$ cat config.mk
export PLATFORM = sky130hd
export DESIGN_NAME = systolic_sequencer
export DESIGN_NICKNAME = d
export VERILOG_FILES = /design/src/rtl/systolic_pkg.sv /design/src/rtl/systolic_rd_tag.sv /design/src/rtl/systolic_sequencer.sv
export SDC_FILE = /design/constraint.sdc
export NUM_CORES = 1
export LEC_CHECK = 0
export BUFFER_PORTS_ARGS = -buffer_cell sky130_fd_sc_hd__buf_4
export CORE_ASPECT_RATIO = 0.8
export CORE_MARGIN = 2
export CORE_UTILIZATION = 51
export DETAILED_ROUTE_END_ITERATION = 7
export PLACE_DENSITY = 0.8
export SLEW_MARGIN = 25
export SYNTH_ARGS = -nofsm -noshare
export SYNTH_HDL_FRONTEND = slang
export SYNTH_SLANG_ARGS = --single-unit
$ cat constraint.sdc
create_clock -name clk -period 3.8 [get_ports clk]
set_input_delay 0.38 -clock clk [delete_from_list [all_inputs] [get_ports clk]]
set_output_delay 0.38 -clock clk [all_outputs]
set_load 0.02 [all_outputs]
$ cat src/rtl/systolic_pkg.sv
// Shared types and constants for the systolic MAC array sequencer.
package systolic_pkg;

   typedef enum logic [2:0] {IDLE, LOAD_W, STREAM, DRAIN, DONE} state_e;
   typedef enum logic [1:0] {TAG_NONE, TAG_W, TAG_ACT} tag_kind_e;

   localparam int unsigned ACT_BASE_DEF = 16;
   localparam int unsigned IDX_W        = 4;

endpackage

$ cat src/rtl/systolic_rd_tag.sv
// One-stage tag register: remembers what the previous cycle's read was for, so the
// returning mem_rdata can be steered to the array.
module systolic_rd_tag
   import systolic_pkg::*;
(
   input  logic             clk,
   input  logic             rst_n,
   input  logic             clr_i,
   input  tag_kind_e        kind_i,
   input  logic [IDX_W-1:0] idx_i,
   output tag_kind_e        kind_o,
   output logic [IDX_W-1:0] idx_o
);

   tag_kind_e        kind_q;
   logic [IDX_W-1:0] idx_q;

   always_ff @(posedge clk or negedge rst_n) begin
      if (!rst_n) begin
         kind_q <= TAG_NONE;
         idx_q  <= '0;
      end else if (clr_i) begin
         kind_q <= TAG_NONE;
         idx_q  <= '0;
      end else begin
         kind_q <= kind_i;
         idx_q  <= idx_i;
      end
   end

   assign kind_o = kind_q;
   assign idx_o  = idx_q;

endmodule

$ cat src/rtl/systolic_sequencer.sv
// Sequences weight loads, activation streaming and drain bubbles for the systolic array,
// sharing the register-file port with host writes (host always wins).
module systolic_sequencer
   import systolic_pkg::*;
#(
   parameter int unsigned ADDR_W   = 7,
   parameter int unsigned DATA_W   = 8,
   parameter int unsigned ROWS     = 2,
   parameter int unsigned COLS     = 2,
   parameter int unsigned ACT_BASE = ACT_BASE_DEF
) (
   input  logic              clk,
   input  logic              rst_n,
   input  logic              start_i,
   input  logic              abort_i,
   input  logic [3:0]        k_len_i,
   input  logic              host_wr_i,
   output logic              mem_rd_en_o,
   output logic [ADDR_W-1:0] mem_addr_o,
   input  logic [DATA_W-1:0] mem_rdata_i,
   output logic              arr_wload_o,
   output logic              arr_act_o,
   output logic [IDX_W-1:0]  arr_idx_o,
   output logic [DATA_W-1:0] arr_data_o,
   output logic              busy_o,
   output logic              done_o,
   output logic              err_o
);

   localparam int unsigned NumW   = ROWS * COLS;
   localparam int unsigned NumBub = ROWS + COLS - 1;

   state_e           state_q;
   logic [3:0]       k_q;
   logic [7:0]       cnt_q;
   logic [3:0]       i_q;
   logic [3:0]       r_q;
   logic             bubble_q;
   logic [IDX_W-1:0] bub_idx_q;
   logic             done_q;
   logic             err_q;

   tag_kind_e        tag_kind_d, tag_kind_q;
   logic [IDX_W-1:0] tag_idx_d, tag_idx_q;
   logic             tag_valid;

   // Read issue: combinational so the address goes out in the same cycle as the strobe.
   always_comb begin
      mem_rd_en_o = 1'b0;
      mem_addr_o  = '0;
      tag_kind_d  = TAG_NONE;
      tag_idx_d   = '0;
      case (state_q)
         LOAD_W: begin
            if (!host_wr_i) begin
               mem_rd_en_o = 1'b1;
               mem_addr_o  = ADDR_W'(cnt_q);
               tag_kind_d  = TAG_W;
               tag_idx_d   = IDX_W'(cnt_q);
            end
         end
         STREAM: begin
            if (!host_wr_i) begin
               mem_rd_en_o = 1'b1;
               mem_addr_o  = ADDR_W'(ACT_BASE + 32'(i_q) * ROWS + 32'(r_q));
               tag_kind_d  = TAG_ACT;
               tag_idx_d   = IDX_W'(r_q);
            end
         end
         default: ;
      endcase
   end

   always_ff @(posedge clk or negedge rst_n) begin
      if (!rst_n) begin
         state_q   <= IDLE;
         k_q       <= '0;
         cnt_q     <= '0;
         i_q       <= '0;
         r_q       <= '0;
         bubble_q  <= 1'b0;
         bub_idx_q <= '0;
         done_q    <= 1'b0;
         err_q     <= 1'b0;
      end else begin
         done_q   <= 1'b0;
         err_q    <= 1'b0;
         bubble_q <= 1'b0;
         if (abort_i) begin
            state_q <= IDLE;
            cnt_q   <= '0;
            i_q     <= '0;
            r_q     <= '0;
         end else begin
            case (state_q)
               IDLE: begin
                  if (start_i) begin
                     if (k_len_i != 4'd0) begin
                        k_q     <= k_len_i;
                        cnt_q   <= '0;
                        state_q <= LOAD_W;
                     end else begin
                        err_q <= 1'b1;
                     end
                  end
               end
               LOAD_W: begin
                  if (!host_wr_i) begin
                     if (cnt_q == 8'(NumW - 1)) begin
                        cnt_q   <= '0;
                        i_q     <= '0;
                        r_q     <= '0;
                        state_q <= STREAM;
                     end else begin
                        cnt_q <= cnt_q + 8'd1;
                     end
                  end
               end
               STREAM: begin
                  if (!host_wr_i) begin
                     if (r_q == 4'(ROWS - 1)) begin
                        r_q <= '0;
                        if (i_q == k_q - 4'd1) begin
                           cnt_q   <= '0;
                           state_q <= DRAIN;
                        end else begin
                           i_q <= i_q + 4'd1;
                        end
                     end else begin
                        r_q <= r_q + 4'd1;
                     end
                  end
               end
               DRAIN: begin
                  // First DRAIN cycle overlaps the last read return; bubbles surface one cycle
                  // after issue, just like read data.
                  if (cnt_q == 8'(NumBub)) begin
                     done_q  <= 1'b1;
                     state_q <= DONE;
                  end else begin
                     bubble_q  <= 1'b1;
                     bub_idx_q <= IDX_W'(r_q);
                     cnt_q     <= cnt_q + 8'd1;
                     r_q       <= (r_q == 4'(ROWS - 1)) ? 4'd0 : r_q + 4'd1;
                  end
               end
               DONE:    state_q <= IDLE;
               default: state_q <= IDLE;
            endcase
         end
      end
   end

   systolic_rd_tag u_rd_tag (
      .clk    (clk),
      .rst_n  (rst_n),
      .clr_i  (abort_i),
      .kind_i (tag_kind_d),
      .idx_i  (tag_idx_d),
      .kind_o (tag_kind_q),
      .idx_o  (tag_idx_q)
   );

   assign tag_valid   = (tag_kind_q != TAG_NONE);
   assign arr_wload_o = (tag_kind_q == TAG_W);
   assign arr_act_o   = (tag_kind_q == TAG_ACT) | bubble_q;
   assign arr_idx_o   = tag_valid ? tag_idx_q : (bubble_q ? bub_idx_q : '0);
   assign arr_data_o  = tag_valid ? mem_rdata_i : '0;
   assign busy_o      = (state_q != IDLE);
   assign done_o      = done_q;
   assign err_o       = err_q;

endmodule

==> metrics <==
outcome=complete, no violations; Setup WS post-layout=1242 ps; R2R cell count=4; post-layout net count=about 310; register share of total power=0.493; CTS sink count=36; share of cells above drive strength 1=0.2199; CTS hold repair buffers=0; cell taking the most area after synthesis=dfrtp_1; endpoints failing setup=0; Die H=62.88 um; Reg2Reg Launch Point=state_q[0]$_DFFE_PN0P_; peak supply drop=0.2730 mV; initial drt markers=200; Cells after Synth=between 200 and 250; post-route ant nets=0; crit path launch type=flip-flop; CP Cell Sequence=nand2b_1, nor3_1, a22o_1, buf_4; Worst Clk Skew=roughly 9.7 ps; Mean Syn Cell Area=9.131 um2; CTS tree=done; Max-Cap Viols=0; post-synth top area share=0.4077; Post-Route M1 WL=between 2000 and 2500 um; WL final=between 5000 and 6000 um; WS Path Type=reg -> out; Routed WL per cell=15.15 um; CTS clk-pin slew, worst paths=80 ps; final core utilization=0.6316; IO Pins=42; total global routing track utilization=0.2245; WP data arrival=roughly 2200 ps; HPWL Detailed=3809 um; cts repair resizes=0; largest delay contributor family on the critical path=simple AND/OR/NAND/NOR gates; Vias/cell=5.894; Root Buffer=clkbuf_8; die area=about 0.005 mm2; slowest CP cell=nor3_1; reg-to-reg slack, setup=between 1000 and 1500 ps; CTS HTree Levels=2; Die W=77.59 um; Layout area overhead=19.42%; vias in the first global route=1,806; routed wl met2=~2300 um; Buf+Inv Stages, Crit Path=1; part of the power in combinational logic=0.182; asr flop ratio synth=1.000; Switching Share=0.2839; Synth area leaders=dfrtp_1 (41%), ha_1 (4.5%), nand2_1 (3.9%); core area=0.004178 mm2; final worst-path cycle share=0.6731; FF-to-FF End=k_q[3]$_DFFE_PN0P_; CTS max path bufs=2; Critical Path RT=3420 ps; Synth Register Bits=36; max-slew violation count=0; first-pass GRT wire length=8714 um; highest clock rate=391.0 MHz; GP Congestion=0.8958; sequential area share after synthesis=0.4077; CTS Buf Count=5; area of the multi-input gates=approximately 0.0012 mm2; P_sw=0.2468 mW; RSZ-0062 raised after global routing=no; DRT Pass-1 Iters=5; ant diodes=0; critical-path maximum fanout=13; later-pin clock latency in the skew report=290 ps; routed via count=1,998; Mapped Nets=around 270; Initial Util=0.5289; highest metal used=met4; DR DRC count=0; Worst Hold Class=in -> async; Filler Cells Inserted=356; Post-synth EDFFs=0; clock network power share=0.325; pwr/cell area=329.4 mW/mm2; Worst path max stage delay=700 ps; DR WL met3=~390 um; Setup TNS=0 ps; Rows=21; Cell Int Power=0.6224 mW; Final Critical Period=~2600 ps; worst slack, placed=about 1400 ps; Slew @ Worst Pin=863.2 ps; initial antenna violation count=0; Buffers on Ports=slightly above 40; Yosys warnings=0; setup bufs post-CTS=0; LEAKAGE=between 1 and 1.5 nW; Hold Violations, Final=0; dominant synthesized flop cell=dfrtp_1; Netlist cell types=48; kind of end point of the critical path=output port; GRT overflow=0; worst slew margin relative to its limit=0.4201; Synth Cell Area=0.002210 mm2; storage element area=about 900 um2; pin count of the biggest net entering global routing=37
## power groups by stage
stage / sequential (mW) / clock (mW) / combinational (mW)
6_report: 0.429 / 0.282 / 0.158
2_1_floorplan: 0.425 / 0 / 0.119
5_1_grt: 0.432 / 0.307 / 0.175
3_3_place_gp: 0.435 / 0 / 0.154
3_5_place_dp: 0.436 / 0 / 0.157
4_1_cts: 0.428 / 0.284 / 0.158
## layout make-up
cell class | count | share of cell area
repair buffers | 42 | 0.1195
multi-input cells | 184 | 0.4609
well taps | 57 | 0.02703
inverters | 12 | 0.01707
flip-flops and latches | 36 | 0.3414
clock buffers | 8 | 0.03414
## metal layers
layer,GRT usage,vias up
met5,0,-
met4,0.07366,0
met3,0.04480,11
met2,0.3341,89
met1,0.3271,942
li1,-,956
## cells by family after synthesis
kind of cell               count (synthesis)  synth area share
xor gates and xnor gates                   9           0.03568
AOI/OAI and AO/OA                         63            0.2027
adders and majority gates                  9           0.05436
muxes                                      8           0.03964
buffers and inverters                     22           0.04190
and+or+nand+nor                           95            0.2180
DFF                                       36            0.4077
## synth_stat cells, types with 3 or more instances
cell / count
a21oi_1: 10
nor3_1: 8
o21a_1: 4
inv_1: 12
a31oi_1: 11
or3_1: 4
nor2_1: 19
dfrtp_1: 36
a22o_1: 5
and3_1: 3
xnor2_1: 6
a22oi_1: 3
nand3_1: 13
o21ai_0: 9
ha_1: 8
a21o_1: 4
clkbuf_1: 7
xor2_1: 3
nor2b_1: 10
o22ai_1: 3
mux2_2: 6
nor4_1: 3
nand2_1: 23
## through the flow
stage	area (um2)	hold WS [ps]	instances	power, mW
6_report	2639	32.95	339	0.8692
5_1_grt	2639	65.93	339	0.9143
4_1_cts	2639	52.75	339	0.8699
3_5_place_dp	2549	362.8	331	0.5929
3_3_place_gp	2549	362.5	331	0.5891
2_1_floorplan	2210	84.41	242	0.5444
## state kept, by name (all words and copies together) (netlist names), 2 cells and up
signal           flops
u_rd_tag.kind_o      2
state_q              3
bub_idx_q            4
i_q                  4
cnt_q                8
k_q                  4
r_q                  4
u_rd_tag.idx_o       4
## cell usage in the layout (no fill, tap or decap), drive strengths merged, types with 4 or more instances in the layout
master	synthesis	final
clkbuf	7	8
o21a	4	4
inv	12	12
a22o	5	5
a21o	6	6
nand3	13	13
nor3	8	8
buf	3	42
and3	4	4
mux2	6	6
dfrtp	36	36
nor2b	10	10
o21ai	9	9
or3	4	4
xnor2	6	6
nand2	23	23
nor2	19	19
a31oi	11	11
ha	8	8
a21oi	10	10
## worst max path at each step
stage	from	endpoint	slack (ps)	depth (start not counted)
2_1_floorplan	k_q[0]$_DFFE_PN0P_	cnt_q[3]$_DFFE_PN0P_	1570	7
3_3_place_gp	state_q[0]$_DFFE_PN0P_	k_q[2]$_DFFE_PN0P_	1410	4
3_5_place_dp	state_q[0]$_DFFE_PN0P_	k_q[2]$_DFFE_PN0P_	1420	4
4_1_cts	state_q[0]$_DFFE_PN0P_	mem_addr_o[0]	1270	4
5_1_grt	state_q[0]$_DFFE_PN0P_	mem_addr_o[3]	990	5
6_report	state_q[0]$_DFFE_PN0P_	mem_addr_o[5]	1240	4
(Power assumes the default switching activity.)
